## config.mk

```make
export PLATFORM = sky130hd
export DESIGN_NAME = tl_phase_sched
export DESIGN_NICKNAME = d
export VERILOG_FILES = /design/src/rtl/tl_phase_sched.sv
export SDC_FILE = /design/constraint.sdc
export NUM_CORES = 1
export LEC_CHECK = 0
export ABC_AREA = 1
export CAP_MARGIN = 20
export CORE_ASPECT_RATIO = 1.2
export CORE_MARGIN = 5
export CORE_UTILIZATION = 37
export DETAILED_ROUTE_END_ITERATION = 12
export SLEW_MARGIN = 0
export SYNTH_ARGS = -nofsm -noshare
export SYNTH_HDL_FRONTEND = slang
export SYNTH_SLANG_ARGS = --single-unit
```

## constraint.sdc

```tcl
create_clock -name clk -period 5.89 [get_ports clk]
set_input_delay 1.178 -clock clk [delete_from_list [all_inputs] [get_ports clk]]
set_output_delay 1.178 -clock clk [all_outputs]
set_load 0.05 [all_outputs]
```

## src/rtl/tl_phase_sched.sv

```systemverilog
// ---------------------------------------------------------------------------
// tl_phase_sched
// Timed phase scheduler for a two-street intersection with protected left
// turns. Sensor pulses are latched as pending demand; the intersection is
// handed to the other street (or to a left turn) only when someone is
// waiting. Min/max green timers bound how long a straight green is held.
//
// Ports
//   clk      in   1      system clock, rising edge
//   reset_n  in   1      synchronous active-low reset
//   Ta       in   1      car present, street A straight
//   Tal      in   1      car present, street A left lane
//   Tb       in   1      car present, street B straight
//   Tbl      in   1      car present, street B left lane
//   La       out  2      street A head: 00 green, 01 yellow, 10 red, 11 left
//   Lb       out  2      street B head: same encoding
//   phase    out  4      current state code (debug)
//   tmr      out  CNT_W  current phase timer (debug)
// ---------------------------------------------------------------------------
module tl_phase_sched #(
    parameter int unsigned MIN_GREEN = 4,
    parameter int unsigned MAX_GREEN = 10,
    parameter int unsigned YELLOW    = 2,
    parameter int unsigned LEFT_TIME = 3,
    parameter int unsigned ALL_RED   = 1,
    parameter int unsigned CNT_W     = 4
) (
    input  logic             clk,
    input  logic             reset_n,
    input  logic             Ta,
    input  logic             Tal,
    input  logic             Tb,
    input  logic             Tbl,
    output logic [1:0]       La,
    output logic [1:0]       Lb,
    output logic [3:0]       phase,
    output logic [CNT_W-1:0] tmr
);

    // State codes are externally visible on phase, so they are fixed values.
    localparam logic [3:0] S_AG  = 4'd0;
    localparam logic [3:0] S_AY  = 4'd1;
    localparam logic [3:0] S_AL  = 4'd2;
    localparam logic [3:0] S_ALY = 4'd3;
    localparam logic [3:0] S_RAB = 4'd4;
    localparam logic [3:0] S_BG  = 4'd5;
    localparam logic [3:0] S_BY  = 4'd6;
    localparam logic [3:0] S_BL  = 4'd7;
    localparam logic [3:0] S_BLY = 4'd8;
    localparam logic [3:0] S_RBA = 4'd9;

    // Light head encoding shared with the sensor-driven predecessor.
    localparam logic [1:0] LT_GREEN  = 2'b00;
    localparam logic [1:0] LT_YELLOW = 2'b01;
    localparam logic [1:0] LT_RED    = 2'b10;
    localparam logic [1:0] LT_LEFT   = 2'b11;

    // Terminal timer values, one less than the phase length.
    localparam logic [CNT_W-1:0] MIN_M1   = CNT_W'(MIN_GREEN - 1);
    localparam logic [CNT_W-1:0] MAX_M1   = CNT_W'(MAX_GREEN - 1);
    localparam logic [CNT_W-1:0] YEL_M1   = CNT_W'(YELLOW - 1);
    localparam logic [CNT_W-1:0] LEFT_M1  = CNT_W'(LEFT_TIME - 1);
    localparam logic [CNT_W-1:0] ARED_M1  = CNT_W'(ALL_RED - 1);
    localparam logic [CNT_W-1:0] TMR_ONE  = CNT_W'(1);

    // ------------------------------------------------------------------
    // Registers
    // ------------------------------------------------------------------
    logic [3:0]       state_q, state_d;
    logic [CNT_W-1:0] tmr_q,   tmr_d;
    logic             pa_q,    pa_d;
    logic             pal_q,   pal_d;
    logic             pb_q,    pb_d;
    logic             pbl_q,   pbl_d;
    logic [1:0]       la_q,    la_d;
    logic [1:0]       lb_q,    lb_d;

    // Intermediate decisions
    logic             a_demand;
    logic             b_demand;
    logic             a_green_done;
    logic             b_green_done;
    logic             yel_done;
    logic             left_done;
    logic             ared_done;
    logic             state_chg;
    logic             tmr_sat;

    // Light decode for a state code; the result is {La, Lb}.
    function automatic logic [3:0] light_decode(input logic [3:0] s);
        logic [3:0] r;
        r = {LT_RED, LT_RED};
        case (s)
            S_AG:          r = {LT_GREEN,  LT_RED};
            S_AY, S_ALY:   r = {LT_YELLOW, LT_RED};
            S_AL:          r = {LT_LEFT,   LT_RED};
            S_RAB, S_RBA:  r = {LT_RED,    LT_RED};
            S_BG:          r = {LT_RED,    LT_GREEN};
            S_BY, S_BLY:   r = {LT_RED,    LT_YELLOW};
            S_BL:          r = {LT_RED,    LT_LEFT};
            default:       r = {LT_RED,    LT_RED};
        endcase
        return r;
    endfunction

    // ------------------------------------------------------------------
    // Green-exit conditions
    // ------------------------------------------------------------------
    // Demand seen by a green is anything pending that it is not serving:
    // the other street's straight and left, plus its own left turn.
    always_comb begin
        a_demand     = pb_q | pbl_q | pal_q;
        b_demand     = pa_q | pal_q | pbl_q;
        // Yield once min-green has elapsed if someone else waits and either
        // our own street has gone quiet or max-green has been reached.
        a_green_done = (tmr_q >= MIN_M1) && a_demand && (!Ta || (tmr_q == MAX_M1));
        b_green_done = (tmr_q >= MIN_M1) && b_demand && (!Tb || (tmr_q == MAX_M1));
        yel_done     = (tmr_q == YEL_M1);
        left_done    = (tmr_q == LEFT_M1);
        ared_done    = (tmr_q == ARED_M1);
    end

    // ------------------------------------------------------------------
    // Next-state logic
    // ------------------------------------------------------------------
    always_comb begin
        state_d = state_q;
        case (state_q)
            S_AG:  if (a_green_done) state_d = S_AY;
            // Left turn is only reachable through yellow, never from green.
            S_AY:  if (yel_done)     state_d = pal_q ? S_AL : S_RAB;
            S_AL:  if (left_done)    state_d = S_ALY;
            S_ALY: if (yel_done)     state_d = S_RAB;
            S_RAB: if (ared_done)    state_d = S_BG;
            S_BG:  if (b_green_done) state_d = S_BY;
            S_BY:  if (yel_done)     state_d = pbl_q ? S_BL : S_RBA;
            S_BL:  if (left_done)    state_d = S_BLY;
            S_BLY: if (yel_done)     state_d = S_RBA;
            S_RBA: if (ared_done)    state_d = S_AG;
            // Codes 10..15 recover to A green.
            default:                 state_d = S_AG;
        endcase
    end

    // ------------------------------------------------------------------
    // Phase timer: cleared on a phase change, otherwise saturating count
    // ------------------------------------------------------------------
    always_comb begin
        state_chg = (state_d != state_q);
        tmr_sat   = (tmr_q == MAX_M1);
        tmr_d     = tmr_q;
        if (state_chg) begin
            tmr_d = '0;
        end else if (!tmr_sat) begin
            tmr_d = tmr_q + TMR_ONE;
        end
    end

    // ------------------------------------------------------------------
    // Pending-demand flags
    // ------------------------------------------------------------------
    // A flag is not set while its phase is being served, and entering the
    // serving phase clears it (clear has priority over a same-edge set).
    always_comb begin
        pa_d  = pa_q  | (Ta  && (state_q != S_AG));
        pal_d = pal_q | (Tal && (state_q != S_AL));
        pb_d  = pb_q  | (Tb  && (state_q != S_BG));
        pbl_d = pbl_q | (Tbl && (state_q != S_BL));
        if ((state_d == S_AG) && (state_q != S_AG)) pa_d  = 1'b0;
        if ((state_d == S_AL) && (state_q != S_AL)) pal_d = 1'b0;
        if ((state_d == S_BG) && (state_q != S_BG)) pb_d  = 1'b0;
        if ((state_d == S_BL) && (state_q != S_BL)) pbl_d = 1'b0;
    end

    // ------------------------------------------------------------------
    // Light outputs: decode of the next state, registered alongside it so
    // La/Lb always reflect the current state register.
    // ------------------------------------------------------------------
    always_comb begin
        la_d = LT_RED;
        lb_d = LT_RED;
        {la_d, lb_d} = light_decode(state_d);
    end

    // ------------------------------------------------------------------
    // State register with synchronous reset
    // ------------------------------------------------------------------
    always_ff @(posedge clk) begin
        if (!reset_n) begin
            state_q <= S_AG;
            tmr_q   <= '0;
            pa_q    <= 1'b0;
            pal_q   <= 1'b0;
            pb_q    <= 1'b0;
            pbl_q   <= 1'b0;
            la_q    <= LT_GREEN;
            lb_q    <= LT_RED;
        end else begin
            state_q <= state_d;
            tmr_q   <= tmr_d;
            pa_q    <= pa_d;
            pal_q   <= pal_d;
            pb_q    <= pb_d;
            pbl_q   <= pbl_d;
            la_q    <= la_d;
            lb_q    <= lb_d;
        end
    end

    assign La    = la_q;
    assign Lb    = lb_q;
    assign phase = state_q;
    assign tmr   = tmr_q;

    // Conflicting greens must never be shown: one head is always red.
    a_lights_exclusive: assert property (
        @(posedge clk) disable iff (!reset_n)
        (la_q == LT_RED) || (lb_q == LT_RED)
    );

    // Once out of reset the state register only holds defined codes.
    a_state_legal: assert property (
        @(posedge clk) disable iff (!reset_n)
        state_q <= S_RBA
    );

endmodule

```

# Word-level counts from Yosys, hierarchy flattened
# Memory sizes are Yosys's and may differ from the RTL's. A register that Yosys moved wholly into a read port is not among the register bits.
# Index checks and enable logic that the tools add are counted.
# totals
word_cells	76
latchBits	0
mem_count	1
input_bits	6
regBits	12
mem_bits_ro	64
ram_bits	0
# classes
bitwise_logic	9
n_shift	0
muxes	13
n_mul	0
add_sub_neg	1
n_div	0
n_reduce_logical	26
n_eq_ne	19
magnitude_cmp	1
# memory_table
memory	depth	word_bits	rd	rd_ports_with_merged_regs	write_ports	line	rtl
(no name shown)	16	4	1	1	0	93	case (s)
# ops
operator	n
2-to-1 mux 4 bit	11
case mux 4 bit (10 select lines)	1
== test 4 x 3 -> 1 bit (second input constant)	6
== test 4 x 2 -> 1 bit (second input constant)	4
== test 4 bit (second input constant)	3
logical AND 1 bit	12
logical NOT 4 bit	3
OR reduction 2 bit	5
== test 4 x 1 -> 1 bit (second input constant)	2
inequality test 4 x 3 -> 1 bit (second input constant)	2
bitwise OR 1 bit	8
adder 4 x 1 -> 4 bit (second input constant)	1
greater-or-equal comparator 4 x 2 -> 1 bit (second input constant)	1
inequality test 4 x 2 -> 1 bit (second input constant)	1
inequality test 4 bit	1
nonzero test 4 bit	1
logical NOT 1 bit	3
2-to-1 mux 3 bit	1
logical OR 1 bit	2
NOT 1 bit	1

# Logic depth before layout (Yosys ltp)
# Gate-level depths: netlist (run 1).
# depth
word_depth	9
mapped_depth	14
ltp_nobuf	14

# Worst setup path before layout (run 1)
# No wires, ideal clock.
# synth_timing
path_type	register to register
startpoint	register tmr_q[0] (netlist: tmr[0])
endpoint	register lb_q[1] (netlist: Lb[1])
required_time_ns	5.775
path_stages_with_launch	11
slack_ns	3.590
setup_ns	0.115
arrival_ns	2.185
path_cell_list	dfxtp_1 > ha_1 > nand3_1 > nand2_1 > nand3_1 > nand2_1 > nand2_1 > nor2_1 > ha_1 > nand3_2 > and2_1
# synth_between
elab_chain_cells	5
elab_cells_between_ends	22
# synth_rtl
item	line	rtl
start: declaration	70	logic [CNT_W-1:0] tmr_q, tmr_d;
start signal: assignment	200	tmr_q <= tmr_d;
greater-or-equal comparator 4 x 2 -> 1 bit / == test 4 bit (equally long branches)	116, 117	
logical AND 1 bit, or another cell as far along	117	b_green_done = (tmr_q >= MIN_M1) && b_demand && (!Tb || (tmr_q == MAX_M1));
logical AND 1 bit, on equally long branches	117, 116	
2-to-1 mux 4 bit, on equally long branches	135, 129	
case mux 4 bit (10 select lines) *	128	case (state_q)
end: declaration	76	logic [1:0] lb_q, lb_d;
# Mark *: on every way between the ends. The rest lies on a longest branch, timed or not.
# A chain may end at the register's enable or synchronous reset.

# Worst setup path after layout (run 1)
# layout_timing
startpoint	register state_q[0] (netlist: phase[0])
endpoint	output phase[0]
# layout_rtl
item	line	rtl
start: declaration	69	logic [3:0] state_q, state_d;
start signal: assignment	199	state_q <= state_d;
end: declaration	36	output logic [3:0] phase,
# No word-level cell between the ends.

==> results of run 1 <==
[path summary, 6_finish.rpt]
path	from	endpoint	slack (ps)	cells after the start
setup reg to reg	tmr[0]	Lb[1]	3680	10
hold reg to reg	pbl_q	pbl_q	490	2
hold / removal	pbl_q	pbl_q	490	2
setup / recovery	phase[0]	phase[0]	3040	1
[metrics by stage]
| stage | power (uW) | cell area, um^2 |
|---|---|---|
| finish | 586 | 1490 |
| global route | 638 | 1490 |
| CTS | 590 | 1490 |
| detailed placement | 489 | 1440 |
| global placement | 491 | 1440 |
| floorplan | 409 | 1230 |
[cells in the mapped netlist]
cell type  count
nand3_2        4
clkinv_1       2
ha_1           8
o21ai_1        2
nor2_2         7
o21ai_0        4
nand2_1       38
nand3_4        1
dfxtp_1       16
inv_1         26
a21oi_4        1
a21oi_1        6
nand3_1       12
o21ai_2        1
nor3_1         1
nor2_4         4
nand4_1        2
nand2_4        1
inv_2          4
nand2_2       11
nor2_1        33
buf_4          1
xor2_1         2
and2_1         1
[cells by family (layout without fill, tap and decap cells)]
kind of cell / count (synthesis) / count (layout) / synth area share, %
xor+xnor: 2 / 2 / 1.43
fa+ha+maj: 8 / 8 / 8.16
buf+inv: 33 / 53 / 10.4
compound gates: 14 / 14 / 6.93
flops: 16 / 16 / 26.1
simple gates: 115 / 115 / 47.0
[state kept, by name (all words and copies together), names as in the netlist]
name   flops
La         2
Lb         2
pa_q       1
pal_q      1
pb_q       1
pbl_q      1
phase      4
tmr        4
[layout make-up]
type                    count  area (um^2)  share of cell area (%)
well taps                  37         46.3                    3.10
clock buffers               4         55.1                    3.69
inverters                  32          120                    8.05
flip-flops and latches     16          320                    21.5
repair buffers             17          170                    11.4
multi-input cells         139          779                    52.3
[layer usage]
metal,routed length (um),vias up
met5,0,-
li1,-,615
met1,1290,518
met2,1370,18
met4,47,0
met3,69,4
[report_power, final]
part	internal, uW	total, uW	switching (uW)
sequential	130	157	27.4
combinational	108	329	221
clock	59.3	99.5	40.2
total	298	586	289
==> flow_summary.ini, run 1 <==
[route]
final_antenna_net_count = 0
drt_iter0_markers = 35
drc_errors = 0
dr.pass1.iters = 4
vias = 1155
viasPerCell = 4.71
drt_wl_total_mm = 2.78
wl_per_cell_um = 11.4

[cells_and_area]
final_cell_mix = nand2_1 (38), nor2_1 (33), inv_1 (26)
diodes = 0
area_growth_pct = 21.5
drive_gt1_share_pct = 18.3
filler_cell_count = 357
final_core_util_pct = 45.5
nets = 223
final_common_cell = nand2_1
fin_cells = 245

[clocking]
ctsHtreeMaxLevel = 1
cts_made_buffers = 3
cts_buffer_depth = 2
cts-root-buf = clkbuf_8
cts_tree = done
cts_hold_buffers = 0
cts.sinks = 16
cts_setup_buffers = 0
path_clk_slew_ps = 70
cts-resized-gates = 0
clock_latency_ps = 250

[setup_path]
end_kind = primary output
cp_max_fo = 9
critical_path_buf_inv_count = 1
slowest_stage = clkdlybuf4s50_1
crit_chain = clkdlybuf4s50_1
cp_top_family = buffers and inverters
crit_type = reg2out
cp-start-kind = flop
worstPathArrival_ps = 1670
slowest_delay_ps = 880
worst_ep_required_time_ps = 4710

[placement]
io_buffers = 17
dpl.hpwl_mm = 2.26
dp_slack_ps = 3070
gp_congestion = 0.870
dp_cells = 241

[yosys]
ys_ff_latch = 16
synth_top_area_share_pct = 26.1
synth_nets = 202
synth.avg_cell_area_um2 = 6.53
synth.yosys.seq_area_share_pct = 26.1
synth.largest_area_cell = dfxtp_1
netlist_instances = 188
netlist_area_mm2 = 0.00123
ys_types = 24
synthTopCellsByArea = dfxtp_1 (26%), nand2_1 (12%), nor2_1 (10%)
yosysWarnings = 0

[pwr]
power_leakage_uw = 0.000713
irDropWorstVdd_mv = 0.193
power_density_mw_per_mm2 = 393

[global_route]
antenna_found_initial = 0
grt-busiest-layer = met2
met2_usage_pct = 22.8
grt_pass1_wl_mm = 4.86
overflow = 0
grtUsageTotal_pct = 13.0
grt_max_degree = 10
grt_pass1_vias = 1107
use_met1_pct = 16.4
met3_usage_pct = 1.23

[timing]
relSlewSlack_pct = 65.9
setup_viol = 0
setup_tns_ps = 0
clock.fmax_ghz = 0.351
hold_viol_final = 0
fin_worst_skew_ps = 6.76
fin_crit_sh_pct = 48.4
hold_slack_ps = 489
fin_ws_ps = 3040
finalCriticalPeriod_ps = 2850
rsz0062_at_grt = false
worst_slew_pin_slew_ps = 510
slew_violations = 0

[floorplan]
dieArea_mm2 = 0.00457
io-pin-count = 18
fp.dieW_um = 62.6
rows = 23
start_util_pct = 37.4
chipHeight_um = 73.1
core-area_mm2 = 0.00328

[min_path]
hold_class = reg2reg

[outcome]
status = completed

[flow_run]
maxCapViolCount = 0
Power figures use the tool's default switching activity.
==> run 2: changes to the inputs <==
==> constraint.sdc (replaced) <==
create_clock -name clk -period 2.8 [get_ports clk]
set_input_delay 0.56 -clock clk [delete_from_list [all_inputs] [get_ports clk]]
set_output_delay 0.56 -clock clk [all_outputs]
set_load 0.05 [all_outputs]
==> run 2 against run 1 <==
Core utilization is the same. Flip-flop and latch count unchanged. Global-route usage fell by 0.74 points. Cell area unchanged. Combinational power up 110%. Final cell count unchanged. Setup slack worse by 2500 ps. Power increased by 110%. Die area unchanged. Wire length is 1.5% higher. Critical path type unchanged.
==> flow_summary.ini, run 2 (same netlist as run 1, synthesis figures left out) <==
[route]
dr.pass1.iters = 4
wl_met1_mm = 1.33
final_antenna_net_count = 0
route.met2.wl_mm = 1.31
drt_wl_total_mm = 2.83
wl_per_cell_um = 11.5
wl_met3_um = 107
drt_iter0_markers = 38
top_layer_used = met4
vias = 1153
viasPerCell = 4.71
drc_errors = 0

[clocking]
cts_buffer_depth = 2
cts-resized-gates = 0
ctsHtreeMaxLevel = 1
clock_latency_ps = 260
cts_tree = done
path_clk_slew_ps = 60
cts_hold_buffers = 0
cts-root-buf = clkbuf_8
cts.sinks = 16
cts_setup_buffers = 0
cts_made_buffers = 3

[pwr]
power_density_mw_per_mm2 = 828
finalPower_uw = 1230
irDropWorstVdd_mv = 0.425
power_leakage_uw = 0.000713

[floorplan]
io-pin-count = 18
fp.dieW_um = 62.6
chipHeight_um = 73.1
rows = 23
dieArea_mm2 = 0.00457
core-area_mm2 = 0.00328
start_util_pct = 37.4

[timing]
hold_viol_final = 0
clock.fmax_ghz = 0.451
setup_viol = 0
finalCriticalPeriod_ps = 2220
fin_crit_sh_pct = 79.3
worst_slew_pin_slew_ps = 497
setup_tns_ps = 0
hold_slack_ps = 507
relSlewSlack_pct = 66.7
fin_worst_skew_ps = 6.82
slew_violations = 0
rsz0062_at_grt = false

[setup_path]
cp-start-kind = flop
cp_top_family = buffers and inverters
end_kind = primary output
worstPathArrival_ps = 1660
cp_max_fo = 9
crit_type = reg2out
slowest_delay_ps = 880
slowest_stage = clkdlybuf4s50_1
crit_chain = clkdlybuf4s50_1
worst_ep_required_time_ps = 2240
critical_path_buf_inv_count = 1

[cells_and_area]
final_common_cell = nand2_1
multi_input_area_um2 = 779
area_growth_pct = 21.5
drive_gt1_share_pct = 18.3
diodes = 0
final_cell_mix = nand2_1 (38), nor2_1 (33), inv_1 (26)
regArea_um2 = 320
nets = 223
filler_cell_count = 368

[placement]
io_buffers = 17
dpl.hpwl_mm = 2.29
gp_congestion = 0.862

[global_route]
grtUsageTotal_pct = 12.2
grt_max_degree = 10
grt_pass1_wl_mm = 4.52
antenna_found_initial = 0
overflow = 0
grt_pass1_vias = 1027

[outcome]
status = completed

[flow_run]
maxCapViolCount = 0

[min_path]
hold_class = reg2reg
[run 2: cell counts in the layout (fill, tap and decap cells not counted)]
No cell type changed its count.
[run 2: worst register-to-register path, stage by stage, from the launching register on]
cell and delay (ps):
dfxtp_1 440, ha_1 330, nand3_1 170, nand2_1 110, nand3_1 70, nand2_1 60
nand2_1 90, nor2_1 270, ha_1 280, nand3_2 90, and2_1 160
[run 2: power by group]
part | switching, uW | total, uW | internal, uW
sequential | 58.6 | 332 | 273
combinational | 465 | 692 | 227
clock | 85.6 | 211 | 125
total | 609 | 1230 | 626
[run 2: metrics by stage]
step | area, um^2 | util (%) | setup slack (ps) | instances
floorplan | 1230 | - | 500 | 188
global placement | 1440 | 43.8 | 616 | 241
detailed placement | 1440 | 43.8 | 563 | 241
CTS | 1490 | 45.5 | 570 | 245
global route | 1490 | 45.5 | 411 | 245
finish | 1490 | 45.5 | 581 | 245
[run 2: worst paths after layout]
kind | start | endpoint | slack [ps] | cells past startpoint
max | phase[0] | phase[0] | 580 | 1
min | pbl_q | pbl_q | 510 | 2
max reg2reg | tmr[0] | Lb[1] | 610 | 10
min reg2reg | pbl_q | pbl_q | 510 | 2
[run 2: per-layer routing]
| layer | GRT usage [%] | vias to the layer above |
|---|---|---|
| li1 | - | 618 |
| met1 | 15.4 | 500 |
| met2 | 20.6 | 28 |
| met3 | 1.54 | 7 |
| met4 | 5.90 | 0 |
| met5 | 0 | - |
[run 2: area by class of cell]
cell class | instances | share of cell area, %
multi-input cells | 139 | 52.3
repair buffers | 17 | 11.4
flip-flops and latches | 16 | 21.5
well taps | 37 | 3.10
inverters | 32 | 8.05
clock buffers | 4 | 3.69
